## src/rtl/alu_operand_decoder_pkg.sv

```systemverilog
// Shared encodings for the ALU operand decode stage and the ALU itself.
package alu_operand_decoder_pkg;

    localparam int XLEN    = 32;
    localparam int RADDR_W = 5;

    // RV32I major opcodes handled by the decoder
    localparam logic [6:0] OPC_OP     = 7'b0110011;
    localparam logic [6:0] OPC_OP_IMM = 7'b0010011;
    localparam logic [6:0] OPC_LUI    = 7'b0110111;
    localparam logic [6:0] OPC_AUIPC  = 7'b0010111;
    localparam logic [6:0] OPC_JAL    = 7'b1101111;
    localparam logic [6:0] OPC_JALR   = 7'b1100111;
    localparam logic [6:0] OPC_LOAD   = 7'b0000011;
    localparam logic [6:0] OPC_STORE  = 7'b0100011;
    localparam logic [6:0] OPC_BRANCH = 7'b1100011;

    // funct3 ALU operation encodings, shared with the ALU
    localparam logic [2:0] ALU_ADD  = 3'b000;
    localparam logic [2:0] ALU_SLL  = 3'b001;
    localparam logic [2:0] ALU_SLT  = 3'b010;
    localparam logic [2:0] ALU_SLTU = 3'b011;
    localparam logic [2:0] ALU_XOR  = 3'b100;
    localparam logic [2:0] ALU_SR   = 3'b101;
    localparam logic [2:0] ALU_OR   = 3'b110;
    localparam logic [2:0] ALU_AND  = 3'b111;

    // Legal funct7 patterns for register and shift-immediate forms
    localparam logic [6:0] F7_BASE = 7'b0000000;
    localparam logic [6:0] F7_ALT  = 7'b0100000;

    // One decoded entry as held in the stage output register
    typedef struct packed {
        logic [XLEN-1:0]    aluin1;
        logic [XLEN-1:0]    aluin2;
        logic [2:0]         funct3;
        logic               funct7;
        logic [RADDR_W-1:0] rd_addr;
        logic               wb_en;
        logic               illegal;
    } dec_t;

endpackage

```

## src/rtl/alu_operand_decoder_imm_gen.sv

```systemverilog
// Immediate extraction for the decode stage: I, S and U formats.
// Only bits [31:7] carry immediate data, so the opcode field is not an input.
module alu_operand_decoder_imm_gen
    import alu_operand_decoder_pkg::*;
(
    input  logic [31:7]     inst,
    output logic [XLEN-1:0] imm_i,
    output logic [XLEN-1:0] imm_s,
    output logic [XLEN-1:0] imm_u
);

    // Sign extension always comes from inst[31]
    assign imm_i = {{(XLEN-12){inst[31]}}, inst[31:20]};
    assign imm_s = {{(XLEN-12){inst[31]}}, inst[31:25], inst[11:7]};
    assign imm_u = {inst[31:12], 12'b0};

endmodule

```

## src/rtl/alu_operand_decoder.sv

```systemverilog
// Single-stage RV32I decode feeding the combinational ALU, with a
// valid/ready handshake on both sides and a flush for branch redirect.
module alu_operand_decoder
    import alu_operand_decoder_pkg::*;
(
    input  logic               clk,
    input  logic               rst_n,
    input  logic               flush,
    input  logic               in_valid,
    output logic               in_ready,
    input  logic [31:0]        in_inst,
    input  logic [XLEN-1:0]    in_pc,
    input  logic [XLEN-1:0]    in_rs1_data,
    input  logic [XLEN-1:0]    in_rs2_data,
    output logic               out_valid,
    input  logic               out_ready,
    output logic [XLEN-1:0]    aluin1,
    output logic [XLEN-1:0]    aluin2,
    output logic [2:0]         funct3,
    output logic               funct7,
    output logic [RADDR_W-1:0] rd_addr,
    output logic               wb_en,
    output logic               illegal
);

    logic [6:0]      opcode;
    logic [2:0]      f3;
    logic [6:0]      f7;
    logic [XLEN-1:0] imm_i;
    logic [XLEN-1:0] imm_s;
    logic [XLEN-1:0] imm_u;
    logic            has_rd;
    logic            load;
    dec_t            dec_d;
    dec_t            dec_q;

    assign opcode = in_inst[6:0];
    assign f3     = in_inst[14:12];
    assign f7     = in_inst[31:25];

    alu_operand_decoder_imm_gen u_imm_gen (
        .inst  (in_inst[31:7]),
        .imm_i (imm_i),
        .imm_s (imm_s),
        .imm_u (imm_u)
    );

    // Operand selection and legality check for the presented instruction
    always_comb begin
        dec_d         = '0;
        dec_d.funct3  = ALU_ADD;
        dec_d.rd_addr = in_inst[11:7];
        has_rd        = 1'b0;
        case (opcode)
            OPC_OP: begin
                dec_d.aluin1 = in_rs1_data;
                dec_d.aluin2 = in_rs2_data;
                dec_d.funct3 = f3;
                dec_d.funct7 = in_inst[30];
                has_rd       = 1'b1;
                if (f7 != F7_BASE && f7 != F7_ALT)
                    dec_d.illegal = 1'b1;
                else if (f7 == F7_ALT && f3 != ALU_ADD && f3 != ALU_SR)
                    dec_d.illegal = 1'b1;
            end
            OPC_OP_IMM: begin
                dec_d.aluin1 = in_rs1_data;
                dec_d.aluin2 = imm_i;
                dec_d.funct3 = f3;
                // inst[30] is an immediate bit for ADDI and friends, never SUB
                dec_d.funct7 = (f3 == ALU_SR) ? in_inst[30] : 1'b0;
                has_rd       = 1'b1;
                if (f3 == ALU_SLL && f7 != F7_BASE)
                    dec_d.illegal = 1'b1;
                else if (f3 == ALU_SR && f7 != F7_BASE && f7 != F7_ALT)
                    dec_d.illegal = 1'b1;
            end
            OPC_LUI: begin
                dec_d.aluin2 = imm_u;
                has_rd       = 1'b1;
            end
            OPC_AUIPC: begin
                dec_d.aluin1 = in_pc;
                dec_d.aluin2 = imm_u;
                has_rd       = 1'b1;
            end
            OPC_JAL, OPC_JALR: begin
                // ALU computes the link value pc+4; the target is resolved elsewhere
                dec_d.aluin1 = in_pc;
                dec_d.aluin2 = XLEN'(4);
                has_rd       = 1'b1;
            end
            OPC_LOAD: begin
                dec_d.aluin1 = in_rs1_data;
                dec_d.aluin2 = imm_i;
                has_rd       = 1'b1;
            end
            OPC_STORE: begin
                dec_d.aluin1 = in_rs1_data;
                dec_d.aluin2 = imm_s;
            end
            OPC_BRANCH: begin
                // ALU only produces the compare; inst[13] picks the unsigned flavours
                dec_d.aluin1 = in_rs1_data;
                dec_d.aluin2 = in_rs2_data;
                dec_d.funct3 = in_inst[13] ? ALU_SLTU : ALU_SLT;
            end
            default: begin
                dec_d.illegal = 1'b1;
            end
        endcase
        // Illegal entries still flow, but carry neutral operands so the ALU idles
        if (dec_d.illegal) begin
            dec_d.aluin1 = '0;
            dec_d.aluin2 = '0;
            dec_d.funct3 = ALU_ADD;
            dec_d.funct7 = 1'b0;
        end
        dec_d.wb_en = has_rd && (dec_d.rd_addr != '0) && !dec_d.illegal;
    end

    assign in_ready = !out_valid || out_ready;
    assign load     = in_valid && in_ready;

    // Output register bank; flush kills validity but leaves the data registers alone
    always_ff @(posedge clk or negedge rst_n) begin
        if (!rst_n) begin
            out_valid <= 1'b0;
            dec_q     <= '0;
        end else if (flush) begin
            out_valid <= 1'b0;
        end else if (load) begin
            out_valid <= 1'b1;
            dec_q     <= dec_d;
        end else if (out_ready) begin
            out_valid <= 1'b0;
        end
    end

    assign aluin1  = dec_q.aluin1;
    assign aluin2  = dec_q.aluin2;
    assign funct3  = dec_q.funct3;
    assign funct7  = dec_q.funct7;
    assign rd_addr = dec_q.rd_addr;
    assign wb_en   = dec_q.wb_en;
    assign illegal = dec_q.illegal;

endmodule

```

## config.mk

```make
export PLATFORM = sky130hd
export DESIGN_NAME = alu_operand_decoder
export DESIGN_NICKNAME = d
export VERILOG_FILES = /design/src/rtl/alu_operand_decoder_pkg.sv /design/src/rtl/alu_operand_decoder_imm_gen.sv /design/src/rtl/alu_operand_decoder.sv
export SDC_FILE = /design/constraint.sdc
export NUM_CORES = 1
export LEC_CHECK = 0
export CORE_MARGIN = 2
export CORE_UTILIZATION = 50
export DETAILED_ROUTE_END_ITERATION = 10
export DONT_BUFFER_PORTS = 1
export PLACE_DENSITY = 0.77
export SYNTH_ARGS = -nofsm -noshare
export SYNTH_HDL_FRONTEND = slang
export SYNTH_HIERARCHICAL = 1
export SYNTH_SLANG_ARGS = --single-unit
export TNS_END_PERCENT = 50
```

## constraint.sdc

```tcl
create_clock -name clk -period 1.7 [get_ports clk]
set_clock_uncertainty 0.05 [all_clocks]
set_input_delay 0.34 -clock clk [delete_from_list [all_inputs] [get_ports clk]]
set_output_delay 0.34 -clock clk [all_outputs]
set_load 0.005 [all_outputs]
```

==> qor.csv, run 1 <==
metric,value,unit
nets,623,
p_switching,882,uW
dominantRegCellSynth,dfrtp_1,
numPortBuffers,0,
ys_types,37,
cts-root-buf,clkbuf_8,
ir_drop,357,uV
crit_arrival,1.75,ns
area_growth,-3.79,%
drt_iter0_drc,453,
final_cell_mix,"nand2_1 (119), dfrtp_1 (76), o31ai_1 (65)",
grt_pass1_wl,20.4,mm
hold_violations,76,
grt.overflow.total,0,
n_antenna_cell,0,
report.final.slew_viol_count,0,
ys_warn_count,6,
drc,0,
drive_gt1_share,9.51,%
std_cell_rows,36,
grt_pass1_vias,3729,
routedWlPerCell,20.2,um
status,finished with violations,
max_freq,642,MHz
htreeDepth,3,
routed_via_density,6.11,
layout_commonest_cell,nand2_1,
hold_slack,-0.377,ns
die_area,10700,um^2
dpl.hpwl,9.02,mm
p_leak,1.97,nW
end_kind,flop,
totalPowerFinal,3.69,mW
power_frac_comb,8.3,%
coreArea,9680,um^2
required,1.89,ns
initial_core_util,51.1,%
seq_area_frac_synth,38.4,%
violations,negative hold slack,
fin_setup_tns,0,ns
clkTransAtPathRegs,0.09,ns
crit_fanout,10,
synth_cells,589,
gp_congestion,0.871,
clk_path_buf_depth,2,
synthArstFlopShare,100,%
synth-edff-count,0,
clock_latency,0.35,ns
die_y,104,um
die_x,104,um
cap_violations,0,
firstDrtPassIters,7,
syn_area,4950,um^2
avgSynthCellArea,8.41,um^2
grt_antenna_before_repair,0,
vias,3832,
antenna_left,0,
grt_max_degree,77,
critPathLaunchType,flop,
fin_crit_sh,91.7,%
power_density,775,nW/um^2
internal_power,2.81,mW
p_sw_share,23.9,%
rsz0062_at_grt,false,
ios,210,
grtUsageTotal,23.8,%
synth_seq_cells,76,
cts_hold_buf,1,
finalSetupViolations,0,
hp-class,in2async,
numCtsBuffers,9,
period_needed,1.56,ns
final_util,49.2,%
clkPwrFrac,41.4,%
p_seq_share,50.3,%
cts.sinks,76,
wirelength,12.7,mm
critical_path_class,reg2reg,
cts_tree,built,
-- cell type report --
type                       instances  area [um^2]
clock buffer                      11          141
clock inverter                     4         73.8
fill                             920         4920
inverter                          32          120
multi-input combinational        348         2090
sequential                        76         1900
tap                              133          166
timing repair buffer              23          275
-- path summary, 6_finish.rpt --
check,start,endpoint,slack (ns),cells past startpoint
max,out_valid,illegal,0.14,4
min,rst_n,wb_en,-0.38,0
max reg2reg,out_valid,illegal,0.14,4
max in group asynchronous,rst_n,funct3[0],1.86,0
min reg2reg,aluin1[23],aluin1[23],0.46,2
min in group clk,in_inst[9],rd_addr[2],0.05,2
-- worst max-delay path, stage by stage (launching register included) --
cell and delay, ns:
dfrtp_1 0.39, nor2b_1 0.16, nor3b_1 0.27, buf_4 0.23, mux2_2 0.35
-- flip-flops by register name, summed over array words and instances (netlist names) --
name and cells:
funct3 3, illegal 1, out_valid 1, aluin1 32, rd_addr 5, aluin2 32
wb_en 1, funct7 1
-- cell usage after synthesis, drive strengths merged (3+ instances only) --
master	n	share of area, %
nand2	119	9.0
buf	109	16
dfrtp	76	38
o31ai	65	9.9
clkbuf	35	2.7
o21ai	34	3.4
a22oi	32	4.8
inv	32	2.4
a222oi	31	6.3
nor2	16	1.2
nand3	5	0.51
nor2b	5	0.63
a21oi	3	0.30
-- power by group through the flow --
| stage | Clock, mW | Combinational (mW) | Sequential, mW |
|---|---|---|---|
| final | 1.53 | 0.305 | 1.86 |
| after global routing | 1.66 | 0.344 | 1.86 |
| after floorplan | 0 | 0.390 | 1.89 |
| after global placement | 0 | 0.290 | 1.89 |
| after CTS | 1.57 | 0.301 | 1.86 |
| after detailed placement | 0 | 0.298 | 1.89 |
-- routing by layer --
layer	wire length, um	share of wire (%)	GRT usage, %
met3	1100	8.7	9.25
met1	5240	41	29.9
met2	5950	47	36.9
met4	374	3.0	9.56
met5	0	0	0
-- cells by family after synthesis --
family,Yosys count,synth area share [%]
flops,76,38.4
xor+xnor,2,0.354
other cells,1,0.0757
simple gates,158,13.4
buf+inv,176,20.9
mux,1,0.227
compound gates,175,26.6
-- what timing repair did --
item | 4_1_cts | 5_1_grt
setup buffers | 0 | 1
setup endpoints to repair | 0 | 34
resized for setup | 0 | 0
hold endpoints to repair | 77 | 76
-- stage by stage --
step                std cells  worst slack (ns)  instance area [um^2]  hold slack, ns
finish                    627             0.142                  4770          -0.377
global route              627            0.0396                  4770          -0.408
CTS                       626            0.0526                  4760          -0.402
detailed placement        610            -0.105                  4530        -0.00402
global placement          610           -0.0503                  4530        -0.00382
floorplan                 600            0.0136                  5000        -0.00559
(Power assumes the default switching activity.)
==> run 2, diff against run 1 <==
--- a/config.mk
+++ b/config.mk
@@ -10,6 +10,7 @@
 export DETAILED_ROUTE_END_ITERATION = 10
 export DONT_BUFFER_PORTS = 1
 export PLACE_DENSITY = 0.77
+export SKIP_LAST_GASP = 1
 export SYNTH_ARGS = -nofsm -noshare
 export SYNTH_HDL_FRONTEND = slang
 export SYNTH_HIERARCHICAL = 1
==> results of run 2 <==
The final DEF is identical to that of run 1; final timing and power are the same.
